$ cat config.mk
export PLATFORM = sky130hd
export DESIGN_NAME = byte_serial_subtractor
export DESIGN_NICKNAME = d
export VERILOG_FILES = /design/src/rtl/byte_serial_subtractor_pkg.sv /design/src/rtl/byte_serial_subtractor_sub_slice.sv /design/src/rtl/byte_serial_subtractor.sv
export SDC_FILE = /design/constraint.sdc
export NUM_CORES = 1
export LEC_CHECK = 0
export CORE_MARGIN = 2
export CORE_UTILIZATION = 55
export CTS_CLUSTER_DIAMETER = 40
export DETAILED_ROUTE_END_ITERATION = 6
export GPL_ROUTABILITY_DRIVEN = 0
export GPL_TIMING_DRIVEN = 0
export HOLD_SLACK_MARGIN = 0.12
export PLACE_DENSITY = 0.84
export SLEW_MARGIN = 20
export SYNTH_ARGS = -nofsm -noshare
export SYNTH_HDL_FRONTEND = slang
export SYNTH_HIERARCHICAL = 1
export SYNTH_SLANG_ARGS = --single-unit
$ cat constraint.sdc
create_clock -name i_clk -period 5.6 [get_ports i_clk]
set_input_delay 0.84 -clock i_clk [delete_from_list [all_inputs] [get_ports i_clk]]
set_output_delay 0.84 -clock i_clk [all_outputs]
set_load 0.02 [all_outputs]
$ cat src/rtl/byte_serial_subtractor_pkg.sv
// Shared defaults, state encoding and flag helper for the byte-serial subtractor.
package byte_serial_subtractor_pkg;

  localparam int DATA_W_DEF     = 32;
  localparam int SLICE_W_DEF    = 8;
  localparam int NUM_SLICES_DEF = DATA_W_DEF / SLICE_W_DEF;

  typedef enum logic [1:0] {
    ST_IDLE = 2'b00,
    ST_CALC = 2'b01,
    ST_DONE = 2'b10
  } state_e;

  // Signed overflow of a - b: operand signs differ and the result sign left the minuend's.
  function automatic logic sub_ovf(input logic a_msb, input logic b_msb, input logic d_msb);
    return (a_msb ^ b_msb) & (d_msb ^ a_msb);
  endfunction

endpackage

$ cat src/rtl/byte_serial_subtractor_sub_slice.sv
// One combinational slice of a - b computed as a + ~b + carry-in.
module sub_slice_8 #(
  parameter int W = 8
) (
  input  logic [W-1:0] i_a,
  input  logic [W-1:0] i_b,
  input  logic         i_cin,
  output logic [W-1:0] o_diff,
  output logic         o_cout
);

  logic [W:0] sum_s;

  assign sum_s  = {1'b0, i_a} + {1'b0, ~i_b} + {{W{1'b0}}, i_cin};
  assign o_diff = sum_s[W-1:0];
  assign o_cout = sum_s[W];

endmodule

$ cat src/rtl/byte_serial_subtractor.sv
// Multi-cycle subtractor: one SLICE_W slice per clock, result and flags held until handed off.
module byte_serial_subtractor
  import byte_serial_subtractor_pkg::*;
#(
  parameter int DATA_W  = DATA_W_DEF,
  parameter int SLICE_W = SLICE_W_DEF
) (
  input  logic              i_clk,
  input  logic              i_rst_n,
  input  logic              i_valid,
  output logic              o_ready,
  input  logic [DATA_W-1:0] i_a,
  input  logic [DATA_W-1:0] i_b,
  output logic              o_valid,
  input  logic              i_ready,
  output logic [DATA_W-1:0] o_diff,
  output logic              o_borrow,
  output logic              o_ovf
);

  localparam int NUM_SLICES = DATA_W / SLICE_W;
  localparam int IDX_W      = (NUM_SLICES > 1) ? $clog2(NUM_SLICES) : 1;
  localparam logic [IDX_W-1:0] LAST_IDX = IDX_W'(NUM_SLICES - 1);

  state_e              state_q, state_d;
  logic [DATA_W-1:0]   a_q, a_d, b_q, b_d;
  logic [DATA_W-1:0]   acc_q, acc_d;
  logic [DATA_W-1:0]   diff_q, diff_d;
  logic [IDX_W-1:0]    idx_q, idx_d;
  logic                carry_q, carry_d;
  logic                borrow_q, borrow_d;
  logic                ovf_q, ovf_d;
  logic                ready_q, ready_d;
  logic                valid_q, valid_d;

  logic [SLICE_W-1:0]  slice_a_s, slice_b_s, slice_d_s;
  logic                slice_cout_s;

  assign slice_a_s = a_q[int'(idx_q)*SLICE_W +: SLICE_W];
  assign slice_b_s = b_q[int'(idx_q)*SLICE_W +: SLICE_W];

  sub_slice_8 #(.W(SLICE_W)) u_slice (
    .i_a    (slice_a_s),
    .i_b    (slice_b_s),
    .i_cin  (carry_q),
    .o_diff (slice_d_s),
    .o_cout (slice_cout_s)
  );

  // Next-state, datapath and flag computation.
  always_comb begin
    state_d  = state_q;
    a_d      = a_q;
    b_d      = b_q;
    acc_d    = acc_q;
    diff_d   = diff_q;
    idx_d    = idx_q;
    carry_d  = carry_q;
    borrow_d = borrow_q;
    ovf_d    = ovf_q;
    case (state_q)
      ST_IDLE: begin
        if (i_valid) begin
          a_d     = i_a;
          b_d     = i_b;
          idx_d   = '0;
          carry_d = 1'b1;
          state_d = ST_CALC;
        end else begin
          state_d = ST_IDLE;
        end
      end
      ST_CALC: begin
        acc_d[int'(idx_q)*SLICE_W +: SLICE_W] = slice_d_s;
        carry_d = slice_cout_s;
        if (idx_q == LAST_IDX) begin
          // Result and flags only become visible here, so o_diff never shows partial sums.
          diff_d   = acc_d;
          borrow_d = ~slice_cout_s;
          ovf_d    = sub_ovf(a_q[DATA_W-1], b_q[DATA_W-1], acc_d[DATA_W-1]);
          idx_d    = '0;
          state_d  = ST_DONE;
        end else begin
          idx_d = idx_q + 1'b1;
        end
      end
      ST_DONE: begin
        if (i_ready) begin
          state_d = ST_IDLE;
        end else begin
          state_d = ST_DONE;
        end
      end
      default: begin
        state_d = ST_IDLE;
      end
    endcase
    ready_d = (state_d == ST_IDLE);
    valid_d = (state_d == ST_DONE);
  end

  // State and output registers with synchronous active-low reset.
  always_ff @(posedge i_clk) begin
    if (!i_rst_n) begin
      state_q  <= ST_IDLE;
      a_q      <= '0;
      b_q      <= '0;
      acc_q    <= '0;
      diff_q   <= '0;
      idx_q    <= '0;
      carry_q  <= 1'b1;
      borrow_q <= 1'b0;
      ovf_q    <= 1'b0;
      ready_q  <= 1'b1;
      valid_q  <= 1'b0;
    end else begin
      state_q  <= state_d;
      a_q      <= a_d;
      b_q      <= b_d;
      acc_q    <= acc_d;
      diff_q   <= diff_d;
      idx_q    <= idx_d;
      carry_q  <= carry_d;
      borrow_q <= borrow_d;
      ovf_q    <= ovf_d;
      ready_q  <= ready_d;
      valid_q  <= valid_d;
    end
  end

  assign o_ready  = ready_q;
  assign o_valid  = valid_q;
  assign o_diff   = diff_q;
  assign o_borrow = borrow_q;
  assign o_ovf    = ovf_q;

endmodule

==> results of run 1 <==
[per-layer routing]
| layer | up-vias | GRT usage | part of all wire |
|---|---|---|---|
| met4 | 0 | 0.124 | 0.034 |
| li1 | 2679 | - | - |
| met2 | 276 | 0.480 | 0.48 |
| met3 | 49 | 0.0545 | 0.074 |
| met1 | 2654 | 0.343 | 0.41 |
| met5 | - | 0 | 0 |
[path summary, 6_finish.rpt]
kind	from	endpoint	slack, ns	cells past startpoint
max	idx_q[0]$_SDFFE_PN0P_	o_ovf$_SDFFE_PN0P_	1.55	12
min	a_q[23]$_SDFFE_PN0N_	a_q[23]$_SDFFE_PN0N_	0.45	2
max reg2reg	idx_q[0]$_SDFFE_PN0P_	o_ovf$_SDFFE_PN0P_	1.55	12
min reg2reg	a_q[23]$_SDFFE_PN0N_	a_q[23]$_SDFFE_PN0N_	0.45	2
[worst reg2reg max path, delay by kind of cell (launching register included)]
family | cells | cell delay, ns
AND/OR/NAND/NOR | 2 | 0.59
buffers and inverters | 2 | 0.40
adder cells (fa/ha/maj) | 1 | 0.46
flip-flops | 1 | 0.38
multiplexers | 2 | 0.76
AO/OA/AOI/OAI | 4 | 0.69
XOR/XNOR | 1 | 0.66
[synth_stat cells (2+ instances only)]
cell type,count,share of area
a22oi_1,9,0.011
o21ai_0,33,0.026
nor3b_4,2,0.0058
mux4_2,14,0.049
xnor2_1,4,0.0055
ha_1,13,0.025
clkbuf_1,16,0.0093
nor2b_1,62,0.060
nor4bb_1,2,0.0031
nand2_1,131,0.077
and3b_1,4,0.0055
a21oi_1,59,0.046
and4b_1,2,0.0031
buf_6,14,0.025
mux2i_1,3,0.0047
nand3b_1,3,0.0035
buf_2,27,0.021
nor3b_1,4,0.0047
o21ai_1,3,0.0023
a21boi_1,61,0.071
a32oi_1,31,0.042
fa_1,2,0.0062
dfxtp_1,137,0.43
mux4_1,2,0.0082
a21boi_0,4,0.0047
nor2_1,8,0.0047
inv_1,17,0.0099
and4bb_2,2,0.0039
o21a_1,5,0.0058
buf_4,4,0.0047
[cell type report]
type	count	area [sq um]
clock inverter	8	119
clock buffer	24	472
buffer	63	392
timing repair buffer	102	1020
sequential	137	2740
multi-input combinational	481	3230
inverter	17	63.8
fill	845	3200
tap	143	179
[power groups by stage]
stage          Combinational, mW  Sequential [mW]  Clock [mW]
6_report                   0.429             1.03        1.13
5_1_grt                    0.456             1.03        1.19
4_1_cts                    0.417             1.03        1.14
3_5_place_dp               0.415             1.05           0
3_3_place_gp               0.401             1.05           0
2_1_floorplan              0.265             1.05           0
[kinds of logic (layout without fill, tap and decap cells)]
kind of cell | Yosys count | in the layout | synth area share
AND/OR/NAND/NOR | 227 | 227 | 0.180
AO/OA/AOI/OAI | 216 | 216 | 0.224
flip-flops | 137 | 137 | 0.427
buffers and inverters | 80 | 214 | 0.0709
multiplexers | 19 | 19 | 0.0619
adder cells (fa/ha/maj) | 15 | 15 | 0.0315
XOR/XNOR | 4 | 4 | 0.00545
[registers in the layout (all words and copies together) (netlist names)]
signal and cells:
a_q 32, acc_q 32, b_q 32, carry_q 1
idx_q 2, o_borrow 1, o_diff 32, o_ovf 1
o_ready 1, o_valid 1, state_q 2
[through the flow]
stage	power (mW)	cells
2_1_floorplan	1.31	698
3_3_place_gp	1.45	943
3_5_place_dp	1.47	943
4_1_cts	2.59	975
5_1_grt	2.68	975
6_report	2.59	975
==> metrics.yaml, run 1 <==
yosys:
  seq_area_frac_synth: 0.427
  synthArstFlopShare: 0
  ys_seq_elements: 137
  syn_inst: 698
  synthesis.nets: 781
  synthFlopType: "dfxtp_1"
  synth.distinct_cells: 50
  synth.avg_cell_area_sq_um: 9.21
  synth-edff-count: 0
  ys_warn_count: 6
  syn_area_sq_um: 6430
global_route:
  grt_max_degree: 17
  grt_overflow: 0
  grtUsageTotal: 0.280
  grt_pass1_wl_um: 27800
  antenna_found_initial: 0
  first_global_vias: 5774
critical_path:
  critPathSlowestCell: "xnor2_1"
  path_max_fanout: 10
  cp_num_buf_inv: 2
  slowest_delay_ns: 0.66
  crit_type: "reg2reg"
  crit_chain: "buf_4 -> buf_6 -> mux4_2 -> fa_1 -> nor2b_1 -> o211ai_1 -> a21boi_1 -> o22ai_1 -> xnor2_1 -> and4bb_2 -> mux2i_1 -> o221ai_1"
  startpoint_type: "flip-flop"
  worstPathArrival_ns: 4.34
  crit_family: "multiplexers"
  crit_required_ns: 5.89
  worst_setup_path_end_kind: "flip-flop"
sta:
  setup_slack_ns: 1.55
  hold_violations: 0
  holdWs_ns: 0.452
  worst_pin_slew_ns: 0.810
  tns_ns: 0
  max_freq_mhz: 247
  skew_ns: 0.00936
  fin_crit_ns: 4.05
  maxSlewHeadroom: 0.456
  fin_crit_sh: 0.724
  finalSetupViolations: 0
  slew_violations: 0
  rsz0062_at_grt: "no"
clocking:
  path_clk_slew_ns: 0.06
  cts_buffer_depth: 2
  root_buffer: "clkbuf_16"
  ctsResizeCount: 0
  post-cts-setup-buffers: 0
  cts_sinks: 137
  hold_buffers: 0
  clk_latency_ns: 0.42
  cts_tree: "done"
  numCtsBuffers: 17
  htree_levels: 4
layout:
  num_antenna_cells: 0
  stdcell_area_sq_um: 8220
  final_nets: 902
  fin_util: 0.720
  mostFrequentLayoutCells: "dfxtp_1 (137), nand2_1 (131), clkdlybuf4s50_1 (102), nor2b_1 (62), a21boi_1 (61)"
  layout_commonest_cell: "dfxtp_1"
  drive_gt1_frac: 0.117
  syn2layout_area_growth_pct: 27.9
die:
  rows: 39
  die_h_um: 112
  ios: 104
  die_x_um: 112
  die_area_sq_um: 12600
  start_util: 0.563
  core_area_sq_um: 11400
place:
  dp_hpwl_um: 12200
  port_buffers: 102
  placed_cell_area_sq_um: 7630
  preCtsSetupSlack_ns: 1.66
route:
  vias: 5658
  drt_iter0_drc: 541
  ant_nets: 0
  drt_pass1_iterations: 5
  drc_errors: 0
  wl_per_cell_um: 17.5
  drt_wl_total_um: 17100
  vias_per_cell: 5.80
power_and_ir_drop:
  internal_power_mw: 1.91
  clock_power_share: 0.436
  peakVddDrop_v: 0.000168
  p_seq_frac: 0.398
  p_per_area_nw_per_um2: 316
  p_leak_nw: 3.10
  comb_power_share: 0.166
  p_sw_frac: 0.262
  power_switching_mw: 0.680
outcome:
  status: "complete, no violations"
flow_run:
  drv_cap: 0
hold_path:
  hold_path_class: "reg2reg"
(Power assumes the default switching activity.)
==> run 2: changes to the inputs <==
- CORE_UTILIZATION: 55 -> 48
- PLACE_DENSITY: 0.84 -> 0.78
- clock period: 5.6 -> 3.35 ns (I/O delays scaled with it)
==> run 2 against run 1 <==
Compared with the run above: critical path depth is the same; setup slack lost 1.5 ns; final cell count grew 3.5%; wire length grew 0.99%; combinational power grew 73%; critical path type unchanged.
==> metrics.yaml, run 2 (same netlist as run 1, synthesis figures left out) <==
outcome:
  status: "complete, no violations"
critical_path:
  startpoint_type: "flip-flop"
  crit_required_ns: 3.64  # -2.25 ns
  worst_setup_path_end_kind: "flip-flop"
  crit_family: "compound AO/OA/AOI/OAI gates"
  worstPathArrival_ns: 3.56  # -0.78 ns
  path_max_fanout: 10  # unchanged
  rrSetupSlack_ns: 0.09  # -1.46 ns
  crit_chain: "clkbuf_4 -> clkbuf_4 -> mux4_2 -> ha_1 -> nor2b_2 -> o211ai_1 -> a21boi_2 -> o22ai_2 -> xnor2_2 -> and4bb_2 -> mux2i_1 -> o221ai_1"
  crit_top_cell: "clkbuf_4"
  slowest_delay_ns: 0.40  # -0.26 ns
  cp_num_buf_inv: 2  # unchanged
  crit_type: "reg2reg"
  critPathSlowestCell: "dfxtp_1"
layout:
  fin_util: 0.640  # -0.0791
  layout_commonest_cell: "dfxtp_1"
  num_antenna_cells: 0  # unchanged
  final_nets: 903  # +0.11%
  mostFrequentLayoutCells: "dfxtp_1 (136), nand2_1 (131), clkdlybuf4s50_1 (102), nor2b_1 (61), a21boi_1 (60)"
  syn2layout_area_growth_pct: 30.9
  drive_gt1_frac: 0.133  # +0.0167
  stdcell_area_sq_um: 8410  # +2.4%
clocking:
  path_clk_slew_ns: 0.06  # about the same
  htree_levels: 4  # unchanged
  cts_buffer_depth: 2  # unchanged
  numCtsBuffers: 17  # unchanged
  hold_buffers: 0  # unchanged
  cts_sinks: 137  # unchanged
  root_buffer: "clkbuf_16"
  cts_tree: "done"
  clk_latency_ns: 0.43  # about the same
place:
  preCtsSetupSlack_ns: -0.589  # -2.24 ns
  placed_cell_area_sq_um: 7670  # +0.54%
  port_buffers: 102  # unchanged
  dp_hpwl_um: 12400  # +1.5%
flow_run:
  drv_cap: 0  # unchanged
global_route:
  first_global_vias: 5785  # +0.19%
  antenna_found_initial: 0  # unchanged
  grt_pass1_wl_um: 28200  # +1.4%
  grt_overflow: 0  # unchanged
  grtUsageTotal: 0.251  # -0.0287
  grt_max_degree: 17  # unchanged
sta:
  slew_violations: 0  # unchanged
  tns_ns: 0  # unchanged
  worst_pin_slew_ns: 0.498  # -0.313 ns
  fin_crit_ns: 3.26  # -0.791 ns
  hold_violations: 0  # unchanged
  fin_crit_sh: 0.974  # +0.250
  skew_ns: 0.0100  # +0.000683 ns
  maxSlewHeadroom: 0.668  # +0.212
  max_freq_mhz: 306  # +24%
  rsz0062_at_grt: "no"
  finalSetupViolations: 0  # unchanged
  setup_slack_ns: 0.0866  # -1.46 ns
route:
  drc_errors: 0  # unchanged
  wl_per_cell_um: 17.1  # -2.4%
  ant_nets: 0  # unchanged
  vias: 5601  # -1.0%
  drt_pass1_iterations: 5  # unchanged
  drt_iter0_drc: 311  # -43%
  vias_per_cell: 5.55  # -4.3%
  drt_wl_total_um: 17300  # +0.99%
power_and_ir_drop:
  design_power_total_mw: 4.62  # +78%
  p_per_area_nw_per_um2: 549  # +74%
  peakVddDrop_v: 0.000374  # +120%
  p_leak_nw: 3.16  # +2.0%
die:
  rows: 42  # +7.7%
  die_h_um: 120  # +6.8%
  core_area_sq_um: 13100  # +15%
  ios: 104  # unchanged
  die_area_sq_um: 14300  # +14%
  die_x_um: 120  # +6.8%
  start_util: 0.489  # -0.0736
hold_path:
  hold_path_class: "in2reg"
## run 2: cell count changes in the layout (fill, tap and decap cells not counted), moves of 2 or more
cell,delta
fa_1,-2
buf_2,-3
clkbuf_4,+2
fa_2,+2
bufinv_16,+3
clkbuf_1,-5
clkinvlp_4,+2
## run 2: worst paths after layout
check,start,to,depth (start not counted)
max,idx_q[1]$_SDFFE_PN0P_,o_ovf$_SDFFE_PN0P_,12
min,i_rst_n,carry_q$_SDFFE_PN1P_,2
max reg2reg,idx_q[1]$_SDFFE_PN0P_,o_ovf$_SDFFE_PN0P_,12
min reg2reg,a_q[16]$_SDFFE_PN0N_,a_q[16]$_SDFFE_PN0N_,2
## run 2: power breakdown
group	switching, mW	internal, mW
Combinational	0.416	0.325
Clock	0.703	1.45
Sequential	0.0350	1.69
Total	1.15	3.47
## run 2: through the flow
step	cells	hold slack, ns
5_1_grt	1009	0.463
2_1_floorplan	698	0.430
3_5_place_dp	976	0.445
3_3_place_gp	976	0.439
4_1_cts	1009	0.426
6_report	1009	0.441
## run 2: cell type report
type / instances / area (sq um)
plain buffers: 63 / 415
clock buffers: 20 / 467
clock inverters: 12 / 219
fillers: 1094 / 4720
inverters: 17 / 63.8
multi-input cells: 481 / 3260
flip-flops and latches: 137 / 2740
well taps: 176 / 220
repair buffers: 103 / 1030
## run 2: per-layer routing
layer / vias to the layer above / GRT usage / wire length [um]
li1: 2689 / - / -
met1: 2693 / 0.299 / 7230
met2: 173 / 0.435 / 8520
met3: 46 / 0.0604 / 1030
met4: 0 / 0.104 / 512
met5: - / 0 / 0
## run 2: timing repair
action / CTS / global route
gates resized for setup: 9 / 6
buffers inserted: 1 / 0
pin swaps: 2 / 1
endpoints found under the setup margin: 18 / 13
